$ cat src/rtl/memory_pkg.sv
// MEM/WB pipeline register payload shared between the memory and writeback stages.
package memory_pkg;

   localparam int unsigned MEM_XLEN   = 32;
   localparam int unsigned MEM_ADDR_W = 5;

   typedef struct packed {
      logic [MEM_XLEN-1:0]   mem_data;
      logic [MEM_XLEN-1:0]   alu_result;
      logic [MEM_ADDR_W-1:0] rd;
      logic                  RegWrite;
      logic                  MemToReg;
   } mem_wb_t;

endpackage

$ cat src/rtl/writeback_pkg.sv
// Writeback-stage widths, commit trace record and the result-select helper.
package writeback_pkg;

   localparam int unsigned REG_ADDR_W = 5;
   localparam int unsigned NUM_REGS   = 32;
   localparam int unsigned XLEN       = 32;
   localparam int unsigned CNT_W      = 64;

   typedef struct packed {
      logic                  valid;
      logic [REG_ADDR_W-1:0] rd;
      logic [XLEN-1:0]       data;
   } wb_trace_t;

   // Load data wins over the ALU result when the instruction was a load.
   function automatic logic [XLEN-1:0] wb_select(input memory_pkg::mem_wb_t m);
      return m.MemToReg ? XLEN'(m.mem_data) : XLEN'(m.alu_result);
   endfunction

endpackage

$ cat src/rtl/regfile_2r1w.sv
// Integer register file: two combinational read ports with write-through bypass, one write port.
module regfile_2r1w
   import writeback_pkg::*;
(
   input  logic                  clk,
   input  logic                  reset,
   input  logic                  we,
   input  logic [REG_ADDR_W-1:0] waddr,
   input  logic [XLEN-1:0]       wdata,
   input  logic [REG_ADDR_W-1:0] raddr1,
   input  logic [REG_ADDR_W-1:0] raddr2,
   output logic [XLEN-1:0]       rdata1,
   output logic [XLEN-1:0]       rdata2
);

   logic [XLEN-1:0] regs_q [NUM_REGS];
   logic [XLEN-1:0] regs_d [NUM_REGS];
   logic            wr_ok;

   // x0 is never stored, so a write aimed at it is simply dropped.
   assign wr_ok = we && (waddr != '0);

   always_comb begin
      regs_d = regs_q;
      if (wr_ok) begin
         regs_d[waddr] = wdata;
      end
   end

   always_ff @(posedge clk) begin
      if (reset) begin
         regs_q <= '{default: '0};
      end else begin
         regs_q <= regs_d;
      end
   end

   // Bypass lets ID see a value in the same cycle it is being written.
   always_comb begin
      rdata1 = regs_q[raddr1];
      if (wr_ok && (raddr1 == waddr)) begin
         rdata1 = wdata;
      end
      if (raddr1 == '0) begin
         rdata1 = '0;
      end
   end

   always_comb begin
      rdata2 = regs_q[raddr2];
      if (wr_ok && (raddr2 == waddr)) begin
         rdata2 = wdata;
      end
      if (raddr2 == '0) begin
         rdata2 = '0;
      end
   end

endmodule

$ cat src/rtl/writeback_stage.sv
// Final pipeline stage: result select, register file ownership, commit trace and perf counters.
module writeback_stage
   import writeback_pkg::*;
#(
   parameter int unsigned CNT_W = writeback_pkg::CNT_W
) (
   input  logic                  clk,
   input  logic                  reset,
   input  memory_pkg::mem_wb_t   mem_wb,
   input  logic [REG_ADDR_W-1:0] rs1_addr,
   input  logic [REG_ADDR_W-1:0] rs2_addr,
   output logic [XLEN-1:0]       rs1_data,
   output logic [XLEN-1:0]       rs2_data,
   output logic                  wb_en,
   output logic [REG_ADDR_W-1:0] wb_rd,
   output logic [XLEN-1:0]       wb_data,
   output logic                  trace_valid,
   output logic [REG_ADDR_W-1:0] trace_rd,
   output logic [XLEN-1:0]       trace_data,
   output logic [CNT_W-1:0]      cycle_count,
   output logic [CNT_W-1:0]      wr_count
);

   wb_trace_t        trace_d,       trace_q;
   logic [CNT_W-1:0] cycle_count_d, cycle_count_q;
   logic [CNT_W-1:0] wr_count_d,    wr_count_q;

   // A bubble (all-zero payload) has RegWrite=0 and therefore never commits.
   assign wb_data = wb_select(mem_wb);
   assign wb_rd   = REG_ADDR_W'(mem_wb.rd);
   assign wb_en   = mem_wb.RegWrite && (mem_wb.rd != '0);

   regfile_2r1w u_regfile (
      .clk    (clk),
      .reset  (reset),
      .we     (wb_en),
      .waddr  (wb_rd),
      .wdata  (wb_data),
      .raddr1 (rs1_addr),
      .raddr2 (rs2_addr),
      .rdata1 (rs1_data),
      .rdata2 (rs2_data)
   );

   // Trace rd/data hold their last committed values across idle cycles.
   always_comb begin
      trace_d       = trace_q;
      cycle_count_d = cycle_count_q + CNT_W'(1);
      wr_count_d    = wr_count_q;
      trace_d.valid = wb_en;
      if (wb_en) begin
         trace_d.rd   = wb_rd;
         trace_d.data = wb_data;
         wr_count_d   = wr_count_q + CNT_W'(1);
      end
   end

   always_ff @(posedge clk) begin
      if (reset) begin
         trace_q       <= '0;
         cycle_count_q <= '0;
         wr_count_q    <= '0;
      end else begin
         trace_q       <= trace_d;
         cycle_count_q <= cycle_count_d;
         wr_count_q    <= wr_count_d;
      end
   end

   assign trace_valid = trace_q.valid;
   assign trace_rd    = trace_q.rd;
   assign trace_data  = trace_q.data;
   assign cycle_count = cycle_count_q;
   assign wr_count    = wr_count_q;

endmodule

$ cat config.mk
export PLATFORM = sky130hd
export DESIGN_NAME = writeback_stage
export DESIGN_NICKNAME = d
export VERILOG_FILES = /design/src/rtl/memory_pkg.sv /design/src/rtl/writeback_pkg.sv /design/src/rtl/regfile_2r1w.sv /design/src/rtl/writeback_stage.sv
export SDC_FILE = /design/constraint.sdc
export NUM_CORES = 2
export LEC_CHECK = 0
export ABC_AREA = 1
export CORE_UTILIZATION = 40
export DETAILED_ROUTE_END_ITERATION = 7
export DONT_BUFFER_PORTS = 1
export HOLD_SLACK_MARGIN = 0.1
export SLEW_MARGIN = 20
export SYNTH_ARGS = -nofsm -noshare
export SYNTH_HDL_FRONTEND = slang
export SYNTH_SLANG_ARGS = --single-unit
$ cat constraint.sdc
create_clock -name clk -period 4.55 [get_ports clk]
set_input_delay 0.91 -clock clk [delete_from_list [all_inputs] [get_ports clk]]
set_output_delay 0.91 -clock clk [all_outputs]
set_load 0.05 [all_outputs]
==> metrics.csv <==
stage;metric;value;unit
run_status;status;complete, but fails checks;
run_status;violated checks;DRC, slew limit, setup timing;
drt;initial drt markers;10600;
clock_network;CTS sink cnt;1190;
worst_hold_path;hold endpoint;cycle_count[0];
power_and_ir_drop;Peak VDD IR;0.438;mV
place;Placed Cells;11300;
drt;drt wl/cell;26.6;µm
place;Post-Place Worst Slack;287;ps
timing;min Tclk post-route;5150;ps
clock_network;Post-CTS Setup Bufs;0;
logic_synthesis;count leader, synth;a21oi_1;
critical_path;CP Launch Type;primary input;
clock_network;CTS tree;built;
grt;total gr overflow;0;
critical_path;reg2reg end;cycle_count[46];
place;dpl hpwl;177000;µm
floorplan;die area;0.162;mm²
timing;Final Skew;16.5;ps
drt;antenna viol nets, final;0;
logic_synthesis;Synth cell types;38;
logic_synthesis;Synth Flop Type;dfxtp_1;
critical_path;CP required;3640;ps
floorplan;Rows;146;
run;Max Cap Viol;0;
timing;fmax;194;MHz
logic_synthesis;total nets after synthesis;9916;
timing;Final Max Slew Viols;626;
critical_path;critical path class;primary input to output pin;
logic_synthesis;Mapped Area;0.0641;mm²
clock_network;H-Tree Depth;4;
floorplan;initial core utilization;40.4;%
critical_path;CP Capture Type;output pin;
timing;Slew @ Worst Pin;2610;ps
logic_synthesis;number of flops mapped to enable cells by yosys;0;
clock_network;CTS resizes;0;
logic_synthesis;largest area contributor in the netlist;dfxtp_1;
logic_synthesis;Post-synth ARST share;0;%
grt;largest net degree at the start of global routing;781;
cells_and_area;layout cells sized above 1;6.55;%
logic_synthesis;synthesized netlist cell count;9831;
clock_network;clk root buf;clkbuf_16;
clock_network;CTS clk-pin slew, worst paths;60;ps
power_and_ir_drop;PD cells;367;mW/mm²
critical_path;R2R Setup Slk;1660;ps
floorplan;die width;402;µm
floorplan;I/O pin total;351;
floorplan;DIE HEIGHT;402;µm
timing;Final period util;113;%
floorplan;core area;0.159;mm²
cells_and_area;design area;0.0709;mm²
logic_synthesis;Avg Inst Size Synth;6.52;µm²
timing;hold_ws;176;ps
worst_hold_path;Hold Path Depth;1;
place;port bufs;0;
logic_synthesis;Synth top cells by count;a21oi_1, o21ai_0, nand2_1;
logic_synthesis;Seq cells post-synth;1190;
logic_synthesis;top-area cell type share of the netlist area;37.2;%
timing;headroom to the max-slew limit;-74.2;%
place;Routability Congestion;0.986;
logic_synthesis;sequential fraction of the synthesis area;37.2;%
worst_hold_path;hold_sp;reset;
grt;initial antenna violation count;22;
drt;DRC violations left;6;
clock_network;Clock Latency Late Sink;810;ps
grt;number of global-route vias before repair;64500;
timing;worst setup margin;-602;ps
grt;gr usage total;36.2;%
timing;TNS Setup;-14490;ps
clock_network;Max clock buf depth;3;
critical_path;reg2reg path depth;11;
critical_path;origin of the critical flop-to-flop path;cycle_count[0];
drt;vias;71100;
cells_and_area;final net count;9408;
worst_hold_path;Worst Hold Class;primary input to flip-flop;
drt;final wirelength;306000;µm
logic_synthesis;Synth warnings;0;
clock_network;Num CTS Buffers;138;
grt;first-pass GRT wire length;440000;µm
power_and_ir_drop;P_leak;25.4;nW
cells_and_area;synthesis-to-layout area growth;10.7;%
timing;RSZ-0062 raised after global routing;yes;
cells_and_area;final std cells w/o fill;11500;
place;Area after DPL;0.0662;mm²
drt;DRT Pass-1 Iters;8;
timing;Final Hold Fails;0;
critical_path;CP Max Fanout;771;
drt;DR vias/cell;6.18;
critical_path;Data arrival, critical path;4240;ps
logic_synthesis;top cells by area, synth;dfxtp_1, a21oi_1, o21ai_0;
timing;setup violators final;40;
worst max-delay path by stage:
stage	start	end	slack, ps
2_1_floorplan	mem_wb[0]	rs1_data[20]	580
3_3_place_gp	rs1_addr[1]	rs1_data[19]	340
3_5_place_dp	rs1_addr[0]	rs1_data[19]	290
4_1_cts	rs1_addr[0]	rs1_data[19]	280
5_1_grt	rs1_addr[0]	rs1_data[19]	-3
6_report	rs1_addr[0]	rs1_data[1]	-600
cell usage in the layout, fill, tap and decap left out, types with 8 or more instances in the layout:
cell	count
o21ai_1	11
mux2_2	32
nand4_1	35
o211ai_1	415
clkbuf_1	27
xnor2_1	13
dfxtp_1	1190
diode_2	19
or2_2	19
clkbuf_8	32
nand2_2	22
buf_4	213
nand2_1	1361
bufinv_16	11
inv_2	8
clkinv_2	20
buf_12	67
nand3_1	1099
a21oi_1	1631
inv_6	8
inv_1	882
nand2_4	12
clkbuf_16	145
xor2_1	15
nor2_1	565
nor3_1	54
o21ai_0	1479
power breakdown:
| group | leakage [nW] | total, W | internal (W) | switching [W] |
|---|---|---|---|---|
| clock | 2.32 | 0.0117 | 0.00695 | 0.00477 |
| combinational | 13.5 | 0.00354 | 0.00102 | 0.00252 |
| sequential | 9.61 | 0.0107 | 0.0106 | 0.000181 |
| total | 25.4 | 0.0260 | 0.0185 | 0.00748 |
critical path: stages:
cell	delay (ps)
o211ai_1	930
nand3_1	210
nand3_1	130
nand3_1	90
nand2_1	250
a21oi_1	120
buf_4	190
buf_12	160
cell families after synthesis:
logic type | after synthesis | synth area share (%)
multiplexers | 32 | 0.562
adder cells (fa/ha/maj) | 2 | 0.0391
AO/OA/AOI/OAI | 3551 | 29.4
flip-flops | 1190 | 37.2
XOR/XNOR | 28 | 0.383
AND/OR/NAND/NOR | 3202 | 21.4
buffers and inverters | 1826 | 11.0
per-stage QoR:
stage | utilization, % | total power [W]
global placement | 41.7 | 0.0143
floorplan | - | 0.0133
finish | 44.7 | 0.0260
detailed placement | 41.7 | 0.0143
global route | 44.7 | 0.0266
CTS | 44.6 | 0.0259
routing by layer:
metal / GRT usage, % / vias to the layer above / wire (µm)
met5: 0 / - / 123
met4: 24.2 / 16 / 21900
met3: 10.8 / 1018 / 40600
met2: 54.0 / 4848 / 129000
met1: 45.1 / 32900 / 115000
li1: - / 32300 / -
final cells by class:
type | instances | area [µm²]
fill | 16300 | 87800
sequential | 1190 | 23800
multi-input combinational | 6815 | 33400
antenna | 19 | 47.5
tap | 2072 | 2590
clock inverter | 38 | 507
timing repair buffer | 280 | 2940
clock buffer | 204 | 4170
inverter | 898 | 3420
flip-flops by register name, indices dropped and copies added (netlist names):
register          flops
u_regfile.regs_q   1024
wr_count             64
trace_rd              5
trace_valid           1
trace_data           32
cycle_count          64
timing repair:
item / in CTS / in global routing
endpoints found under the hold margin: 0 / 0
endpoints found under the setup margin: 0 / 1
hold buffers: 0 / 0
Power figures use the tool's default switching activity.
